## src/rtl/flag_cond_unit_if.sv

```systemverilog
// ----------------------------------------------------------------------------
// flag_cond_unit_if
// Bundles the flag/condition/stack signals between the producer side
// (ALU flags, decoder requests) and the flag_cond_unit.
//   master : drives flag_we, z, v, n, c, eval_req, cond, push, pop;
//            observes taken, taken_vld, stk_full, stk_empty, stk_err, flags_out
//   slave  : the flag_cond_unit itself (mirror directions)
// ----------------------------------------------------------------------------
interface flag_cond_unit_if;
   logic       flag_we;
   logic       z;
   logic       v;
   logic       n;
   logic       c;
   logic       eval_req;
   logic [3:0] cond;
   logic       push;
   logic       pop;
   logic       taken;
   logic       taken_vld;
   logic       stk_full;
   logic       stk_empty;
   logic       stk_err;
   logic [3:0] flags_out;

   modport master (
      output flag_we, z, v, n, c, eval_req, cond, push, pop,
      input  taken, taken_vld, stk_full, stk_empty, stk_err, flags_out
   );

   modport slave (
      input  flag_we, z, v, n, c, eval_req, cond, push, pop,
      output taken, taken_vld, stk_full, stk_empty, stk_err, flags_out
   );
endinterface

```

## src/rtl/flag_cond_unit.sv

```systemverilog
// ----------------------------------------------------------------------------
// flag_cond_unit
// Committed Z/V/N (optionally C) flag register with a branch-condition
// evaluator, same-cycle bypass and a flag save/restore stack.
//
// Parameters:
//   STACK_DEPTH : number of flag-save entries (>= 1)
//   BYPASS      : 1 -> an evaluation in a flag_we cycle (without pop) sees
//                 the incoming flags; 0 -> it always sees committed flags
// Configuration macro:
//   FLAG_CARRY_EN : when defined, a carry bit is stored/stacked, reported on
//                   flags_out[3], and cond[3]=1 selects unsigned conditions.
//                   When undefined, c and cond[3] are ignored.
// Ports:
//   clk  : system clock
//   rst  : synchronous active-high reset (priority over every input)
//   bus  : flag_cond_unit_if.slave
//          inputs  flag_we, z, v, n, c, eval_req, cond[3:0], push, pop
//          outputs taken, taken_vld, stk_full, stk_empty, stk_err,
//                  flags_out[3:0] = {c,z,v,n}
// ----------------------------------------------------------------------------
module flag_cond_unit #(
   parameter int STACK_DEPTH = 4,
   parameter int BYPASS      = 1
) (
   input logic              clk,
   input logic              rst,
   flag_cond_unit_if.slave  bus
);

`ifdef FLAG_CARRY_EN
   localparam int FW = 4;
`else
   localparam int FW = 3;
`endif
   // Pointer counts 0..STACK_DEPTH, the slot index only needs 0..STACK_DEPTH-1.
   localparam int PW    = $clog2(STACK_DEPTH + 1);
   localparam int IW    = (STACK_DEPTH > 1) ? $clog2(STACK_DEPTH) : 1;
   localparam int SLOTS = 1 << IW;
   localparam logic [PW-1:0] DEPTH_P = PW'(STACK_DEPTH);

   logic [FW-1:0] r_flags;
   logic [FW-1:0] r_stack [SLOTS];
   logic [PW-1:0] r_ptr;
   logic          r_full;
   logic          r_empty;
   logic          r_err;
   logic          r_taken;
   logic          r_vld;

   logic [FW-1:0] w_flags_in;
   logic [FW-1:0] w_flags_nxt;
   logic [PW-1:0] w_ptr_nxt;
   logic [IW-1:0] w_top_idx;
   logic [IW-1:0] w_pop_idx;
   logic          w_push_ok;
   logic          w_pop_ok;
   logic          w_stk_fault;
   logic [3:0]    w_eval_flags;
   logic [3:0]    w_cond;
   logic          w_taken_nxt;

   // Condition decode; f is {c,z,v,n}. Codes 11xx are reserved.
   function automatic logic f_eval(input logic [3:0] cnd, input logic [3:0] f);
      logic fc;
      logic fz;
      logic fv;
      logic fn;
      fc = f[3];
      fz = f[2];
      fv = f[1];
      fn = f[0];
      case (cnd)
         4'b0000: f_eval = fz;
         4'b0001: f_eval = fn & ~fv;
         4'b0010: f_eval = ~fz & ~fv & ~fn;
         4'b0011: f_eval = fv;
         4'b0100: f_eval = ~fz;
         4'b0101: f_eval = fv | ~fn;
         4'b0110: f_eval = (fn & ~fv) | fz;
         4'b0111: f_eval = 1'b1;
         4'b1000: f_eval = fc;
         4'b1001: f_eval = ~fc;
         4'b1010: f_eval = ~fc & ~fz;
         4'b1011: f_eval = fc | fz;
         default: f_eval = 1'b0;
      endcase
   endfunction

`ifdef FLAG_CARRY_EN
   assign w_flags_in    = {bus.c, bus.z, bus.v, bus.n};
   assign w_cond        = bus.cond;
   assign bus.flags_out = r_flags;
`else
   logic w_unused;
   assign w_unused      = &{1'b0, bus.c, bus.cond[3]};
   assign w_flags_in    = {bus.z, bus.v, bus.n};
   // Forcing cond[3] low keeps the signed table regardless of the input.
   assign w_cond        = {1'b0, bus.cond[2:0]};
   assign bus.flags_out = {1'b0, r_flags};
`endif

   assign w_top_idx = r_ptr[IW-1:0];
   assign w_pop_idx = w_top_idx - IW'(1'b1);

   // Stack/pointer next-state, flag next-state and condition evaluation.
   always_comb begin
      w_push_ok    = 1'b0;
      w_pop_ok     = 1'b0;
      w_stk_fault  = 1'b0;
      w_ptr_nxt    = r_ptr;
      w_flags_nxt  = r_flags;
      w_eval_flags = 4'b0000;
      w_taken_nxt  = r_taken;

      // push+pop together cancel out: no movement and no error.
      if (bus.push && !bus.pop) begin
         w_push_ok   = ~r_full;
         w_stk_fault = r_full;
      end else if (bus.pop && !bus.push) begin
         w_pop_ok    = ~r_empty;
         w_stk_fault = r_empty;
      end else begin
         w_stk_fault = 1'b0;
      end

      if (w_push_ok) begin
         w_ptr_nxt = r_ptr + PW'(1'b1);
      end else if (w_pop_ok) begin
         w_ptr_nxt = r_ptr - PW'(1'b1);
      end else begin
         w_ptr_nxt = r_ptr;
      end

      // A successful pop beats flag_we; a failed pop leaves flag_we in force.
      if (w_pop_ok) begin
         w_flags_nxt = r_stack[w_pop_idx];
      end else if (bus.flag_we) begin
         w_flags_nxt = w_flags_in;
      end else begin
         w_flags_nxt = r_flags;
      end

      // Bypass keys off the raw pop input, not on whether the pop succeeded.
      if ((BYPASS != 0) && bus.flag_we && !bus.pop) begin
         w_eval_flags = 4'(w_flags_in);
      end else begin
         w_eval_flags = 4'(r_flags);
      end

      if (bus.eval_req) begin
         w_taken_nxt = f_eval(w_cond, w_eval_flags);
      end else begin
         w_taken_nxt = r_taken;
      end
   end

   // Control and flag registers with synchronous reset.
   always_ff @(posedge clk) begin
      if (rst) begin
         r_flags <= {FW{1'b0}};
         r_ptr   <= {PW{1'b0}};
         r_full  <= 1'b0;
         r_empty <= 1'b1;
         r_err   <= 1'b0;
         r_taken <= 1'b0;
         r_vld   <= 1'b0;
      end else begin
         r_flags <= w_flags_nxt;
         r_ptr   <= w_ptr_nxt;
         r_full  <= (w_ptr_nxt == DEPTH_P);
         r_empty <= (w_ptr_nxt == {PW{1'b0}});
         r_err   <= r_err | w_stk_fault;
         r_taken <= w_taken_nxt;
         r_vld   <= bus.eval_req;
      end
   end

   // Stack storage; contents are only meaningful below the pointer.
   always_ff @(posedge clk) begin
      if (!rst && w_push_ok) begin
         r_stack[w_top_idx] <= r_flags;
      end
   end

   assign bus.taken     = r_taken;
   assign bus.taken_vld = r_vld;
   assign bus.stk_full  = r_full;
   assign bus.stk_empty = r_empty;
   assign bus.stk_err   = r_err;

endmodule

```

## src/flat_wrapper.sv

```systemverilog
// flat-port wrapper written by rule: the top's interface ports become plain ports
module flag_cond_unit_flat 
#(
   parameter int STACK_DEPTH = 4,
   parameter int BYPASS      = 1
)
  (clk, rst, bus_flag_we, bus_z, bus_v, bus_n, bus_c, bus_eval_req, bus_cond, bus_push, bus_pop, bus_taken, bus_taken_vld, bus_stk_full, bus_stk_empty, bus_stk_err, bus_flags_out);
  flag_cond_unit_if bus_i ();
  input logic clk;
  input logic rst;
  input wire logic [$bits(bus_i.flag_we)-1:0] bus_flag_we;
  input wire logic [$bits(bus_i.z)-1:0] bus_z;
  input wire logic [$bits(bus_i.v)-1:0] bus_v;
  input wire logic [$bits(bus_i.n)-1:0] bus_n;
  input wire logic [$bits(bus_i.c)-1:0] bus_c;
  input wire logic [$bits(bus_i.eval_req)-1:0] bus_eval_req;
  input wire logic [$bits(bus_i.cond)-1:0] bus_cond;
  input wire logic [$bits(bus_i.push)-1:0] bus_push;
  input wire logic [$bits(bus_i.pop)-1:0] bus_pop;
  output wire logic [$bits(bus_i.taken)-1:0] bus_taken;
  output wire logic [$bits(bus_i.taken_vld)-1:0] bus_taken_vld;
  output wire logic [$bits(bus_i.stk_full)-1:0] bus_stk_full;
  output wire logic [$bits(bus_i.stk_empty)-1:0] bus_stk_empty;
  output wire logic [$bits(bus_i.stk_err)-1:0] bus_stk_err;
  output wire logic [$bits(bus_i.flags_out)-1:0] bus_flags_out;
  assign bus_i.flag_we = bus_flag_we;
  assign bus_i.z = bus_z;
  assign bus_i.v = bus_v;
  assign bus_i.n = bus_n;
  assign bus_i.c = bus_c;
  assign bus_i.eval_req = bus_eval_req;
  assign bus_i.cond = bus_cond;
  assign bus_i.push = bus_push;
  assign bus_i.pop = bus_pop;
  assign bus_taken = bus_i.taken;
  assign bus_taken_vld = bus_i.taken_vld;
  assign bus_stk_full = bus_i.stk_full;
  assign bus_stk_empty = bus_i.stk_empty;
  assign bus_stk_err = bus_i.stk_err;
  assign bus_flags_out = bus_i.flags_out;
  flag_cond_unit #(.STACK_DEPTH(STACK_DEPTH), .BYPASS(BYPASS)) u_core (.clk(clk), .rst(rst), .bus(bus_i));
endmodule
```

## config.mk

```make
export PLATFORM = sky130hd
export DESIGN_NAME = flag_cond_unit_flat
export DESIGN_NICKNAME = d
export VERILOG_FILES = /design/src/rtl/flag_cond_unit_if.sv /design/src/rtl/flag_cond_unit.sv /design/src/flat_wrapper.sv
export SDC_FILE = /design/constraint.sdc
export NUM_CORES = 1
export LEC_CHECK = 0
export CORE_AREA = 2 2 42 74
export CTS_BUF_LIST = sky130_fd_sc_hd__clkbuf_4 sky130_fd_sc_hd__clkbuf_8 sky130_fd_sc_hd__clkbuf_16
export DETAILED_ROUTE_END_ITERATION = 7
export DIE_AREA = 0 0 44 76
export PLACE_DENSITY = 0.65
export SLEW_MARGIN = 5
export SYNTH_ARGS = -nofsm -noshare
export SYNTH_HDL_FRONTEND = slang
export SYNTH_SLANG_ARGS = --single-unit
export TNS_END_PERCENT = 20
```

## constraint.sdc

```tcl
create_clock -name clk -period 4.1 [get_ports clk]
set_input_delay 0.41 -clock clk [delete_from_list [all_inputs] [get_ports clk]]
set_output_delay 0.41 -clock clk [all_outputs]
set_load 0.03 [all_outputs]
```

Word level (Yosys, flattened, before mapping):

Memory sizes are Yosys's and may differ from the RTL's.
Cells that the tools add are included.

* add/sub/neg operators: 3
* equal/unequal tests: 8
* muxes and demuxes: 13
* bitwise operators: 11
* reduce and logical (&&, ||, !) cells: 10

Operators with widths (number)
* $eq 3x3->1 const B: 5
* $mux 3: 5
* $pmux 1 s8: 1
* $mux 1: 7
* $eq 3x2->1 const B: 2
* $not 1->1: 5
* $logic_and 1x1->1: 4
* $logic_not 4->1: 1
* $add 3x1->3 const B: 1
* $and 1x1->1: 3
* $eq 3x1->1 const B: 1
* $logic_not 1->1: 3
* $logic_not 3->1: 1
* $or 1x1->1: 3
* $sub 3x1->3 const B: 1
* $reduce_bool 2->1: 1
* $sub 2x1->2 const B: 1

* bits in registers: 11
* bits in writable memories: 12
* input bits: 14
* memories: 1

Memory list
* u_core.r_stack: depth 4, width 3, rd ports 1, clocked after Yosys merged registers in 0, write ports 1, RTL line flag_cond_unit.sv:43 `logic [FW-1:0] r_stack [SLOTS];`

Depth between registers and ports, before layout:

* depth after elaboration: 7
* gate-level depth with buffers: 7
* mapped depth without buffers: 6

Least setup slack after synthesis:

Ideal clock, no wire load.

* path kind: reg-to-reg
* start: register u_core.r_ptr[0]
* end: register u_core.r_empty, in the netlist u_core.bus.stk_empty
* library setup time: 0.114 ns
* arrival: 1.501 ns
* required time: 3.986 ns
* path slack: 2.486 ns
* cell stages (with the launch flop): 8
* path buffers: 1
* cells stage by stage: dfxtp_1 > buf_2 > inv_1 > ha_1 > nand2_1 > o21ai_0 > a22o_1 > a21o_1

* cells in the longest elaborated chain, start to end: 4

Ends and longest elaborated chain
* start, declared: RTL line flag_cond_unit.sv:44 `logic [PW-1:0] r_ptr;`
* start signal, assigned: RTL line flag_cond_unit.sv:162 `r_ptr <= {PW{1'b0}};`
* start signal, assigned: RTL line flag_cond_unit.sv:170 `r_ptr <= w_ptr_nxt;`
* $sub 3x1->3: RTL line flag_cond_unit.sv:130 `w_ptr_nxt = r_ptr - PW'(1'b1);`
* $mux 3: RTL line flag_cond_unit.sv:129 `end else if (w_pop_ok) begin`
* $mux 3 (*): RTL line flag_cond_unit.sv:127 `if (w_push_ok) begin`
* $logic_not 3->1 (*): RTL line flag_cond_unit.sv:172 `r_empty <= (w_ptr_nxt == {PW{1'b0}});`
* end signal, assigned: RTL line flag_cond_unit.sv:172
* end, declared: RTL line flag_cond_unit.sv:46 `logic r_empty;`

Mark *: on every way between the ends. The rest lies on a longest branch, timed or not.
A chain may end at the register's enable or synchronous reset.

Worst setup path after layout:

* start: input port bus_flag_we
* end: register u_core.r_taken, in the netlist u_core.bus.taken

* cells in the longest elaborated chain, start to end: 6

Ends and longest elaborated chain
* start, declared: RTL line flat_wrapper.sv:11 `input wire logic [$bits(bus_i.flag_we)-1:0] bus_flag_we;`
* $logic_and 1x1->1 (*): RTL line flag_cond_unit.sv:145 `if ((BYPASS != 0) && bus.flag_we && !bus.pop) begin`
* $mux 3 (*): RTL line flag_cond_unit.sv:145
* $not 1->1 (on tied branches)
* $and 1x1->1 (on tied branches): RTL line flag_cond_unit.sv:75, flag_cond_unit.sv:80, flag_cond_unit.sv:76
* $or 1x1->1 or $and 1x1->1 (tied branches): RTL line flag_cond_unit.sv:80, flag_cond_unit.sv:76
* $pmux 1 s8 (*): RTL line flag_cond_unit.sv:73 `case (cnd)`
* end signal, assigned: RTL line flag_cond_unit.sv:174 `r_taken <= w_taken_nxt;`
* end, declared: RTL line flag_cond_unit.sv:48 `logic r_taken;`

Marked as above.

==> impl_metrics.toml <==
[run_status]
outcome = "finished clean"

[timing]
max_clock_freq_mhz = 448
finalClockSkew_ns = 0.00111
setup_repair_after_global_routing_missed_its_margin = "no"
tns_ns = 0
final_max_slew_viol_count = 0
final_period_utilization_pct = 54.4
finalWorstPathRequiredPeriod_ns = 2.23
final-hold-violation-count = 0
count_of_endpoints_failing_setup_in_the_final_report = 0

[clock_network]
tritoncts_clock_tree = "built"
post_cts_resize_count = 0
clk-insertion-delay-late_ns = 0.27
clk_path_buf_depth = 2
cell_at_the_root_of_the_clock_tree = "sky130_fd_sc_hd__clkbuf_8"
post_cts.repair.setup_buffers = 0
clock_slew_seen_by_the_registers_of_the_worst_setup_and_hold_paths_ns = 0.08
clock-sinks = 23
ctsHtreeMaxLevel = 1
cts_buffers = 3
cts_hold_buf = 0

[routing]
remaining_drc_errors = 0
detailed_router_iteration_count_before_antenna_repair = 4
route.antenna.remaining_nets = 0
drt_first_iter_violations = 16
finalWirelength_mm = 2.26
routed-via-count = 820
via_per_inst = 5.62
drt-wirelength-per-cell_um = 15.5

[yosys]
postSynth.asyncResetShare_pct = 0
synth-compound-area-share_pct = 9.32
synth-main-ff-cell = "sky130_fd_sc_hd__edfxtp_1"
postSynthRegisterBits = 23
synth-xor-area-share_pct = 1.54
dominant_combinational_cell_family_by_area_after_synthesis = "simple AND/OR/NAND/NOR gates"
netlist_top_cells_area = "sky130_fd_sc_hd__edfxtp_1 32%, sky130_fd_sc_hd__dfxtp_1 19%, sky130_fd_sc_hd__mux4_2 5.9%"
yosys.area.top_type_share_pct = 31.6
post_synth_mux_area_share_pct = 11.2
ys.warnings.count = 0
post_synth_and_or_nand_nor_area_fraction_pct = 18.6
synth_enable_flop_cells = 12
yosys.area_share.adder_pct = 4.39
yosys.cell_types.count = 35
avgSynthCellArea_um2 = 11.4
synth.cell_area_um2 = 1140
synth_fp_nets = 118
synth-seq-area-share_pct = 50.9
synthDominantAreaCellType = "sky130_fd_sc_hd__edfxtp_1"
synthesis.instances = 100

[hold_path]
class_of_the_most_critical_hold_timing_path = "reg -> reg"

[worst_setup_path]
timing.critical_path.slowest_cell_delay_ns = 0.57
crit_arrival_ns = 2.39
worst_setup_path_end_kind = "register"
timing.critical_path.buf_inv = 1
cp_slowest_cell = "sky130_fd_sc_hd__clkdlybuf4s50_1"
timing_worst_setup_path_type = "in -> reg"
path_max_fanout = 5
crit_chain = "clkdlybuf4s50_1, nor2b_1, mux2i_1, and4_1, nor3_1, a211o_1"
worst-endpoint-required_ns = 4.26
critPathTopFamily = "simple AND/OR/NAND/NOR gates"
timing.critical_path.from_type = "input pin"

[pwr]
netSwitchingFraction_pct = 30.8
internal_power_uw = 412
power.clock.fraction_pct = 23.7
pwr-share-comb_pct = 27.7
vdd_ir_drop_max_uv = 227
p_switching_uw = 183
p_leak_nw = 0.506
cellPowerDensity_nw_per_um2 = 431
p_seq_share_pct = 48.6

[floorplanning]
design.die.area_um2 = 3340
floorplan.die.height_um = 76
die_x_um = 44
top_level_ports = 23
core_area_um2 = 2800
initial_utilization_pct = 40.8
rows = 26

[finish]
nNetsFinal = 137
final_util_pct = 49.4
drive_gt1_share_pct = 7.63
syn_to_final_growth_pct = 21.1
antennaDiodeCount = 0

[global_route]
grt_start_max_net_pins = 14
antenna_found_initial = 0
met1_usage_pct = 14.3
global_route.usage.met2_pct = 26.8
grt_pass1_vias = 790
grt_first_pass_wirelength_mm = 3.54
grt_util_met3_pct = 2.13
grt-ovfl-total = 0
busiest_layer = "met2"
global_route.usage.total_pct = 14.8

[placed_design]
dp_hpwl_mm = 1.76
gpl.final_weighted_congestion = 0.697
placement.io_buffers = 19

[flow_run]
max-cap-violations = 0
kinds of logic after synthesis:
logic type                 Yosys count
and+or+nand+nor                     38
adders and majority gates            4
DFF                                 23
buffers and inverters                8
xor gates and xnor gates             2
muxes                                9
AOI/OAI and AO/OA                   15
other                                1
cell usage in the layout (no fill, tap or decap), drive strengths merged:
cell and instances:
nand2b 1, o211ai 2, xor2 1, conb 1, clkdlybuf4s50 19, nor3 2
and4 1, nor2b 4, mux4 3, a211oi 5, xnor2 1, or2 1
or3b 1, a22oi 1, a211o 1, clkinv 1, a21o 1, nand3b 2
a22o 1, and2 5, nor3b 4, o22ai 1, inv 3, mux2i 6
nand3 1, clkbuf 3, a21oi 1, nor2 11, ha 4, edfxtp 12
dfxtp 11, o21ai 2, and4b 1, nand2 4
per-layer routing:
metal	part of all wire [%]	wire length [um]	vias up
met4	3.0	67	0
met5	0	0	-
met3	4.3	97	5
met1	36	812	389
met2	57	1280	29
li1	-	-	397
Yosys cell counts (2+ instances only):
cell type                  count
sky130_fd_sc_hd__o211ai_1      2
sky130_fd_sc_hd__nor3b_1       4
sky130_fd_sc_hd__nor2b_1       4
sky130_fd_sc_hd__a211oi_1      5
sky130_fd_sc_hd__nand3b_1      2
sky130_fd_sc_hd__clkbuf_1      2
sky130_fd_sc_hd__nor2_1       11
sky130_fd_sc_hd__mux4_2        3
sky130_fd_sc_hd__ha_1          4
sky130_fd_sc_hd__edfxtp_1     12
sky130_fd_sc_hd__mux2i_1       6
sky130_fd_sc_hd__nand2_1       4
sky130_fd_sc_hd__o21ai_0       2
sky130_fd_sc_hd__nor3_1        2
sky130_fd_sc_hd__and2_1        5
sky130_fd_sc_hd__dfxtp_1      11
sky130_fd_sc_hd__inv_1         3
layout make-up:
cell class	instances	area [um^2]
sequential	23	581
fill	259	1420
clock inverter	1	5.00
inverter	3	11.3
tap	28	35.0
multi-input combinational	69	518
timing repair buffer	19	190
clock buffer	3	41.3
tightest hold or removal path, delay by kind of cell (launching register included):
kind | cells | cell delay, ns
flops | 1 | 0.33
simple gates | 2 | 0.11
power by group through the flow:
stage,clock network [mW],registers (mW),logic [mW]
6_report,0.141,0.289,0.165
5_1_grt,0.151,0.293,0.180
4_1_cts,0.143,0.289,0.167
3_5_place_dp,0,0.295,0.165
3_3_place_gp,0,0.292,0.159
2_1_floorplan,0,0.303,0.0979
registers in the layout, summed over array words and instances (netlist names):
register and count:
u_core.bus.taken_vld 1, u_core.r_ptr 3, u_core.bus.stk_err 1, u_core.bus.taken 1, u_core.r_flags 3, u_core.bus.stk_full 1, u_core.bus.stk_empty 1, u_core.r_stack 12
worst paths after layout:
check,startpoint,endpoint,slack (ns),cells after the start
setup / recovery,bus_flag_we,u_core.bus.taken,1.87,6
hold / removal,u_core.bus.stk_err,u_core.bus.stk_err,0.47,2
setup reg to reg,u_core.r_ptr[0],u_core.bus.stk_empty,2.25,5
hold reg to reg,u_core.bus.stk_err,u_core.bus.stk_err,0.47,2
metrics by stage:
| stage | std cells | hold WS (ns) | setup WS, ns | cell area (um^2) | power, mW |
|---|---|---|---|---|---|
| 2_1_floorplan | 100 | 0.497 | 2.49 | 1140 | 0.401 |
| 3_3_place_gp | 142 | 0.451 | 1.61 | 1340 | 0.451 |
| 3_5_place_dp | 142 | 0.458 | 1.59 | 1340 | 0.460 |
| 4_1_cts | 146 | 0.476 | 1.85 | 1380 | 0.599 |
| 5_1_grt | 146 | 0.525 | 1.78 | 1380 | 0.623 |
| 6_report | 146 | 0.470 | 1.87 | 1380 | 0.595 |
Power figures use the tool's default switching activity.
